--- config.mk ---
export PLATFORM = sky130hd
export DESIGN_NAME = serial_subtractor
export DESIGN_NICKNAME = d
export VERILOG_FILES = /design/src/rtl/serial_sub_pkg.sv /design/src/rtl/fsub_bit.sv /design/src/rtl/serial_subtractor.sv
export SDC_FILE = /design/constraint.sdc
export NUM_CORES = 1
export LEC_CHECK = 0
export CORE_MARGIN = 3
export CORE_UTILIZATION = 50
export DETAILED_ROUTE_END_ITERATION = 8
export PLACE_DENSITY_LB_ADDON = 0.3
export SYNTH_ARGS = -nofsm -noshare
export SYNTH_HDL_FRONTEND = slang
export SYNTH_HIERARCHICAL = 1
export SYNTH_SLANG_ARGS = --single-unit
--- constraint.sdc ---
create_clock -name CLK -period 2 [get_ports CLK]
set_input_delay 0.5 -clock CLK [delete_from_list [all_inputs] [get_ports CLK]]
set_output_delay 0.5 -clock CLK [all_outputs]
set_load 0.005 [all_outputs]
--- src/rtl/serial_sub_pkg.sv ---
// Shared types and sizing helpers for the bit-serial subtractor.
package serial_sub_pkg;

  typedef enum logic [1:0] {
    IDLE = 2'd0,
    RUN  = 2'd1,
    DONE = 2'd2
  } state_t;

  localparam int unsigned DEFAULT_WIDTH = 8;

  // Counter must reach WIDTH without wrapping.
  function automatic int unsigned cnt_width(input int unsigned w);
    return $clog2(w + 1);
  endfunction

endpackage

--- src/rtl/fsub_bit.sv ---
// Combinational full-subtractor cell: d = a - b - bi, with borrow out.
module fsub_bit (
  input  logic a,
  input  logic b,
  input  logic bi,
  output logic d,
  output logic bo
);

  assign d  = a ^ b ^ bi;
  assign bo = (~a & b) | (~a & bi) | (b & bi);

endmodule

--- src/rtl/serial_subtractor.sv ---
// Bit-serial A - B, LSB first, one full-subtractor cell and a registered borrow.
module serial_subtractor
  import serial_sub_pkg::*;
#(
  parameter int unsigned WIDTH = DEFAULT_WIDTH
) (
  input  logic             CLK,
  input  logic             RST,
  input  logic             IN_VALID,
  output logic             IN_READY,
  input  logic [WIDTH-1:0] A,
  input  logic [WIDTH-1:0] B,
  output logic             OUT_VALID,
  input  logic             OUT_READY,
  output logic [WIDTH-1:0] D,
  output logic             BO,
  output logic             OV
);

  localparam int unsigned CNT_W = cnt_width(WIDTH);

  state_t             state;
  state_t             state_nxt;
  logic [WIDTH-1:0]   sa;
  logic [WIDTH-1:0]   sb;
  logic               bw;
  logic [CNT_W-1:0]   cnt;
  logic               a_msb;
  logic               b_msb;
  logic               d_bit;
  logic               bw_nxt;
  logic               last_c;
  logic [WIDTH-1:0]   d_shift_c;

  fsub_bit u_cell (
    .a  (sa[0]),
    .b  (sb[0]),
    .bi (bw),
    .d  (d_bit),
    .bo (bw_nxt)
  );

  assign last_c = (cnt == CNT_W'(WIDTH - 1));

  // Result enters from the MSB end so the final bit lands at D[WIDTH-1].
  if (WIDTH == 1) begin : g_shift_w1
    assign d_shift_c = d_bit;
  end else begin : g_shift_wn
    assign d_shift_c = {d_bit, D[WIDTH-1:1]};
  end

  // State register
  always_ff @(posedge CLK) begin
    if (RST) state <= IDLE;
    else     state <= state_nxt;
  end

  // Next-state logic
  always_comb begin
    state_nxt = state;
    case (state)
      IDLE:    if (IN_VALID) state_nxt = RUN;
      RUN:     if (last_c) state_nxt = DONE;
      DONE:    if (OUT_READY) state_nxt = IDLE;
      default: state_nxt = IDLE;
    endcase
  end

  // Handshake outputs decode straight from the state register
  always_comb begin
    IN_READY  = 1'b0;
    OUT_VALID = 1'b0;
    case (state)
      IDLE:    IN_READY  = 1'b1;
      DONE:    OUT_VALID = 1'b1;
      default: ;
    endcase
  end

  // Operand shifters, borrow, counter and result flags
  always_ff @(posedge CLK) begin
    if (RST) begin
      sa    <= '0;
      sb    <= '0;
      bw    <= 1'b0;
      cnt   <= '0;
      a_msb <= 1'b0;
      b_msb <= 1'b0;
      D     <= '0;
      BO    <= 1'b0;
      OV    <= 1'b0;
    end else begin
      case (state)
        IDLE: begin
          if (IN_VALID) begin
            sa    <= A;
            sb    <= B;
            bw    <= 1'b0;
            cnt   <= '0;
            a_msb <= A[WIDTH-1];
            b_msb <= B[WIDTH-1];
          end
        end
        RUN: begin
          sa  <= sa >> 1;
          sb  <= sb >> 1;
          bw  <= bw_nxt;
          cnt <= cnt + CNT_W'(1);
          D   <= d_shift_c;
          // Last bit processed: d_bit is the result MSB
          if (last_c) begin
            BO <= bw_nxt;
            OV <= (a_msb ^ b_msb) & (d_bit ^ a_msb);
          end
        end
        default: ;
      endcase
    end
  end

endmodule

* After elaboration in Yosys (flattened, before gate mapping)
Index checks and enable logic that the tools add are counted.
** Cells by class
- $add $sub $neg :: 1
- Equal/unequal tests :: 6
- Mux-type cells :: 14
- Bitwise operators :: 11
- Reduce and logical (&&, ||, !) cells :: 6
** Operators by type and width (count)
- $pmux W8 S2 :: 2
- $mux W8 :: 2
- $pmux W4 S2 :: 1
- $mux W2 :: 3
- $ne A2 B2 Y1 const B :: 3
- $pmux W2 S3 :: 1
- $reduce_and A2 Y1 :: 3
- $add A4 B1 Y4 const B :: 1
- $and A1 B1 Y1 :: 4
- $eq A4 B3 Y1 const B :: 1
- $mux W4 :: 1
- $xor A1 B1 Y1 :: 4
- $mux W1 :: 3
- $reduce_and A3 Y1 :: 1
- $eq A2 B1 Y1 const B :: 1
- $eq A2 B2 Y1 const B :: 1
- $logic_not A2 Y1 :: 1
- $or A1 B1 Y1 :: 2
- $pmux W1 S2 :: 1
- $reduce_bool A2 Y1 :: 1
- $not A1 Y1 :: 1
** Storage, ports and cells
- Register bits :: 35
- Output and inout bits :: 12

* Depth between registers and ports, before layout
- Word-level depth :: 5
- Mapped depth :: 6

* By module
Netlist, hierarchy kept.
** By module, submodules not included
- serial_subtractor :: times used 1, cells each 180, area an instance 1550.2 um^2, sequential area each 700.7 um^2
- fsub_bit :: times used 1, cells each 3, area an instance 27.5 um^2, sequential area each 0.0 um^2

* Worst setup path before layout
No wires, ideal clock.
- Path kind :: reg-to-reg
- Start :: register sa[0]
- End :: register OV
- Library setup time :: 0.130 ns
- Data arrival time :: 1.273 ns
- Required time :: 1.870 ns
- Slack :: 0.598 ns
- Stages on the path, launching flop included :: 7
- Path buffers :: 0
- Period minus slack after synthesis :: 1.402 ns
- Cell sequence :: dfxtp_1 inv_1 fa_1 inv_1 and3b_1 a21oi_1 a311oi_1
** On the way
- Word-level cells in the longest chain between the ends :: 4
** RTL lines
- from (decl) :: RTL line serial_subtractor.sv:24 : logic [WIDTH-1:0] sa;
- from (signal assigned) :: RTL line serial_subtractor.sv:105 : sa <= sa >> 1;
- $xor A1 B1 Y1 (2 in series) :: RTL line fsub_bit.sv:10 : assign d = a ^ b ^ bi;
- named net d_bit :: RTL line serial_subtractor.sv:30 : logic d_bit;
- $xor A1 B1 Y1 :: RTL line serial_subtractor.sv:113 : OV <= (a_msb ^ b_msb) & (d_bit ^ a_msb);
- $and A1 B1 Y1 :: RTL line serial_subtractor.sv:113
- to (signal assigned) :: RTL line serial_subtractor.sv:113
- to (decl) :: RTL line serial_subtractor.sv:17 : output logic OV
The timed path passes the listed nets, and every way through them passes these cells.
A chain may end at the register's enable or synchronous reset.

* Worst setup path in the final report
- Start :: register state[1]
- End :: output port OUT_VALID
** On the way
- Word-level cells in the longest chain between the ends :: 2
** RTL lines
- from (decl) :: RTL line serial_subtractor.sv:22 : state_t state;
- from (signal assigned) :: RTL line serial_subtractor.sv:55 : else state <= state_nxt;
- $eq A2 B2 Y1 :: RTL line serial_subtractor.sv:73 : case (state)
- $mux W1 :: RTL line serial_subtractor.sv:73
- to (decl) :: RTL line serial_subtractor.sv:13 : output logic OUT_VALID,
No other way between the ends.

==> impl_metrics.sql <==
INSERT INTO impl_metrics (metric_group, metric, value, unit) VALUES
('yosys', 'sequential_element_share_of_the_synthesized_area', '44.4', '%'),
('job', 'maxCapViolCount', '0', ''),
('worst_setup_path', 'worst_setup_path_start_kind', 'flip-flop', ''),
('global_routing', 'grt_start_max_net_pins', '25', ''),
('floorplanning', 'coreArea', '2880', 'um^2'),
('floorplanning', 'floorplan.initialDensity', '54.8', '%'),
('routing', 'first_pass_iters', '4', ''),
('worst_setup_path', 'beginning_of_the_worst_register_to_register_path', 'state[0]', ''),
('sta', 'setup-violations-final', '0', ''),
('yosys', 'synth.lib_cells_used.distinct', '32', ''),
('worst_setup_path', 'critPathSlowestCell', 'sky130_fd_sc_hd__clkdlybuf4s50_1', ''),
('layout', 'final_layout_size_suffix_gt1_share', '11.7', '%'),
('floorplanning', 'dieHeight', '62.2', 'um'),
('layout', 'syn2layout_area_growth', '22.9', '%'),
('routing', 'drt-initial-drc-count', '100', ''),
('global_routing', 'antenna_found_initial', '0', ''),
('routing', 'routed_via_density', '5.25', ''),
('worst_hold_path', 'tightest_hold_check_type', 'flip-flop to flip-flop', ''),
('cts', 'cts_max_path_buffers', '2', ''),
('layout', 'instances_no_fill', '255', ''),
('cts', 'cts_tree', 'yes', ''),
('outcome', 'status', 'finished, final reports clean', ''),
('floorplanning', 'area_of_the_die', '3870', 'um^2'),
('layout', 'utilization', '67.4', '%'),
('power', 'pwr_density_cell', '678', 'nW/um^2'),
('cts', 'htree_levels', '2', ''),
('yosys', 'average_instance_area_after_synthesis', '8.62', 'um^2'),
('layout', 'layout.nets', '234', ''),
('cts', 'clk_pin_slew_worst_paths', '0.10', 'ns'),
('yosys', 'syn-cell-area', '1580', 'um^2'),
('place', 'hpwl', '2.25', 'mm'),
('place', 'finalWeightedCongestion', '0.841', ''),
('routing', 'route.detailed.drc', '0', ''),
('worst_setup_path', 'timing.critical_path.slowest_cell_delay', '0.51', 'ns'),
('layout', 'most-common-layout-cells', 'sky130_fd_sc_hd__nand2_1 (34), sky130_fd_sc_hd__dfxtp_1 (33), sky130_fd_sc_hd__clkdlybuf4s50_1 (31)', ''),
('routing', 'ant_nets', '0', ''),
('worst_setup_path', 'launch_point_of_the_critical_path', 'state[1]', ''),
('sta', 'period_share', '96.7', '%'),
('yosys', 'synth.ff_latch_count', '35', ''),
('routing', 'route.final.wire_length', '3.22', 'mm'),
('global_routing', 'wire_length_of_the_first_global_routing_pass', '5.80', 'mm'),
('sta', 'finClkSkew', '0.00969', 'ns'),
('worst_setup_path', 'crit_chain', 'nor2b_2 > clkdlybuf4s50_1', ''),
('floorplanning', 'num_io_pins', '32', ''),
('global_routing', 'grtUsageTotal', '18.4', '%'),
('worst_setup_path', 'endpoint_kind', 'output pin', ''),
('worst_setup_path', 'critPathRequiredTime', '1.50', 'ns'),
('sta', 'timing.setup.tns', '0', 'ns'),
('sta', 'slew_violations', '0', ''),
('yosys', 'synth_nets', '205', ''),
('yosys', 'yosysWarnings', '6', ''),
('cts', 'cts_buffers', '5', ''),
('layout', 'final_common_cell', 'sky130_fd_sc_hd__nand2_1', ''),
('floorplanning', 'die-width', '62.2', 'um'),
('worst_setup_path', 'path_delay_family', 'buffers and inverters', ''),
('worst_hold_path', 'hold_start', 'D[0]', ''),
('worst_setup_path', 'crit_fanout', '5', ''),
('routing', 'vias', '1339', ''),
('sta', 'timing.final.hold_violations', '0', ''),
('global_routing', 'via_count_of_the_first_global_routing_pass', '1313', ''),
('power', 'vdd_drop_max', '479', 'uV'),
('layout', 'antenna_diode_count', '0', ''),
('power', 'static-leakage-power', '0.723', 'nW'),
('layout', 'final.fill_count', '243', ''),
('cts', 'number_of_hold_buffers_added_after_cts', '0', ''),
('global_routing', 'overall_overflow_remaining_after_global_route', '0', ''),
('cts', 'ctsRootBufferMaster', 'sky130_fd_sc_hd__clkbuf_4', ''),
('place', 'placed_cells_incl_taps', '247', ''),
('cts', 'clock_latency', '0.33', 'ns'),
('floorplanning', 'row_count', '19', ''),
('worst_setup_path', 'setup_cp_type', 'flip-flop to output pin', ''),
('routing', 'detail_route.wl_per_cell', '12.6', 'um'),
('place', 'numPortBuffers', '31', ''),
('worst_setup_path', 'cp.arrival', '1.43', 'ns'),
('sta', 'period_minus_slack', '1.93', 'ns'),
('sta', 'achievable-frequency', '517', 'MHz'),
('layout', 'area_taken_by_multi_input_logic_gates', '754', 'um^2'),
('worst_setup_path', 'number_of_buffer_and_inverter_instances_along_the_worst_setup_path', '1', ''),
('sta', 'worst-slew-pin-transition', '0.532', 'ns'),
('sta', 'slew_headroom', '64.5', '%'),
('yosys', 'cells_after_synth', '183', ''),
('layout', 'layout.area.seq', '703', 'um^2'),
('cts', 'numClockSinks', '35', '');
==> timing repair <==
action	in CTS	in global routing
endpoints found under the setup margin	2	1
pin swaps	0	0
resized for setup	2	1
setup buffers	0	0
==> report_power, final <==
part	switching [mW]	internal (mW)	total (mW)
logic	0.102	0.102	0.204
clock network	0.214	0.137	0.351
registers	0.0273	0.733	0.761
total	0.343	0.972	1.32
==> cell usage after synthesis, drive strengths merged <==
| cell | n | area, um^2 |
|---|---|---|
| a21bo | 1 | 10.0 |
| dfxtp | 35 | 701 |
| nor2 | 22 | 82.6 |
| a311oi | 1 | 8.76 |
| nand3 | 3 | 15.0 |
| nand2b | 1 | 13.8 |
| fa | 1 | 20.0 |
| o21ba | 1 | 10.0 |
| mux2i | 2 | 20.0 |
| nor3b | 1 | 7.51 |
| inv | 3 | 11.3 |
| nand2 | 34 | 128 |
| a31oi | 2 | 12.5 |
| or2 | 1 | 6.26 |
| nor2b | 5 | 38.8 |
| nand3b | 2 | 15.0 |
| a211oi | 16 | 135 |
| ha | 1 | 12.5 |
| or3 | 1 | 6.26 |
| o21bai | 1 | 18.8 |
| o22ai | 2 | 12.5 |
| and3b | 2 | 17.5 |
| clkbuf | 4 | 15.0 |
| a22oi | 3 | 22.5 |
| a21oi | 27 | 139 |
| buf | 11 | 98.8 |
==> cells by family after synthesis <==
logic type      Yosys count  synth area share (%)
simple gates             72                  20.9
compound gates           54                  23.4
flops                    35                  44.4
buf+inv                  18                  7.93
mux                       2                  1.27
fa+ha+maj                 2                  2.06
==> area by class of cell <==
class	count	area share, %
Timing Repair Buffer	37	19.0
Tap cell	42	2.71
Inverter	3	0.581
Multi-Input combinational cell	130	38.9
Sequential cell	35	36.3
Clock inverter	1	0.258
Clock buffer	7	2.32
==> layer usage <==
layer	track usage, %	vias up	part of all wire, %	wire length (um)
li1	-	685	-	-
met1	21.4	615	43	1400
met2	29.8	32	48	1540
met3	6.85	7	6.6	214
met4	9.12	0	2.0	63
met5	0	-	0	0
==> registers in the layout, summed over array words and instances (netlist names) <==
signal,cells
D,8
sb,8
cnt,4
sa,8
b_msb,1
a_msb,1
BO,1
OV,1
state,2
bw,1
==> tightest hold or removal path, stage by stage (launching register included) <==
cell and delay [ns]:
sky130_fd_sc_hd__dfxtp_1 0.32, sky130_fd_sc_hd__nand2_1 0.05, sky130_fd_sc_hd__a21oi_1 0.05
==> metrics by stage <==
stage	power, mW	instance area (um^2)	setup slack [ns]	hold slack (ns)
2_1_floorplan	0.910	1580	0.598	0.453
3_3_place_gp	0.971	1880	0.144	0.445
4_1_cts	1.33	1940	0.0237	0.470
5_1_grt	1.40	1940	-0.00345	0.500
3_5_place_dp	0.979	1880	0.0910	0.452
6_report	1.32	1940	0.0667	0.466
==> final timing paths <==
| kind | end | slack (ns) | cells after the start |
|---|---|---|---|
| worst max-delay path | OUT_VALID | 0.07 | 2 |
| worst min-delay path | D[0] | 0.47 | 2 |
| worst max register to register | sb[2] | 0.45 | 3 |
| worst min register to register | D[0] | 0.47 | 2 |
Power figures use the tool's default switching activity.
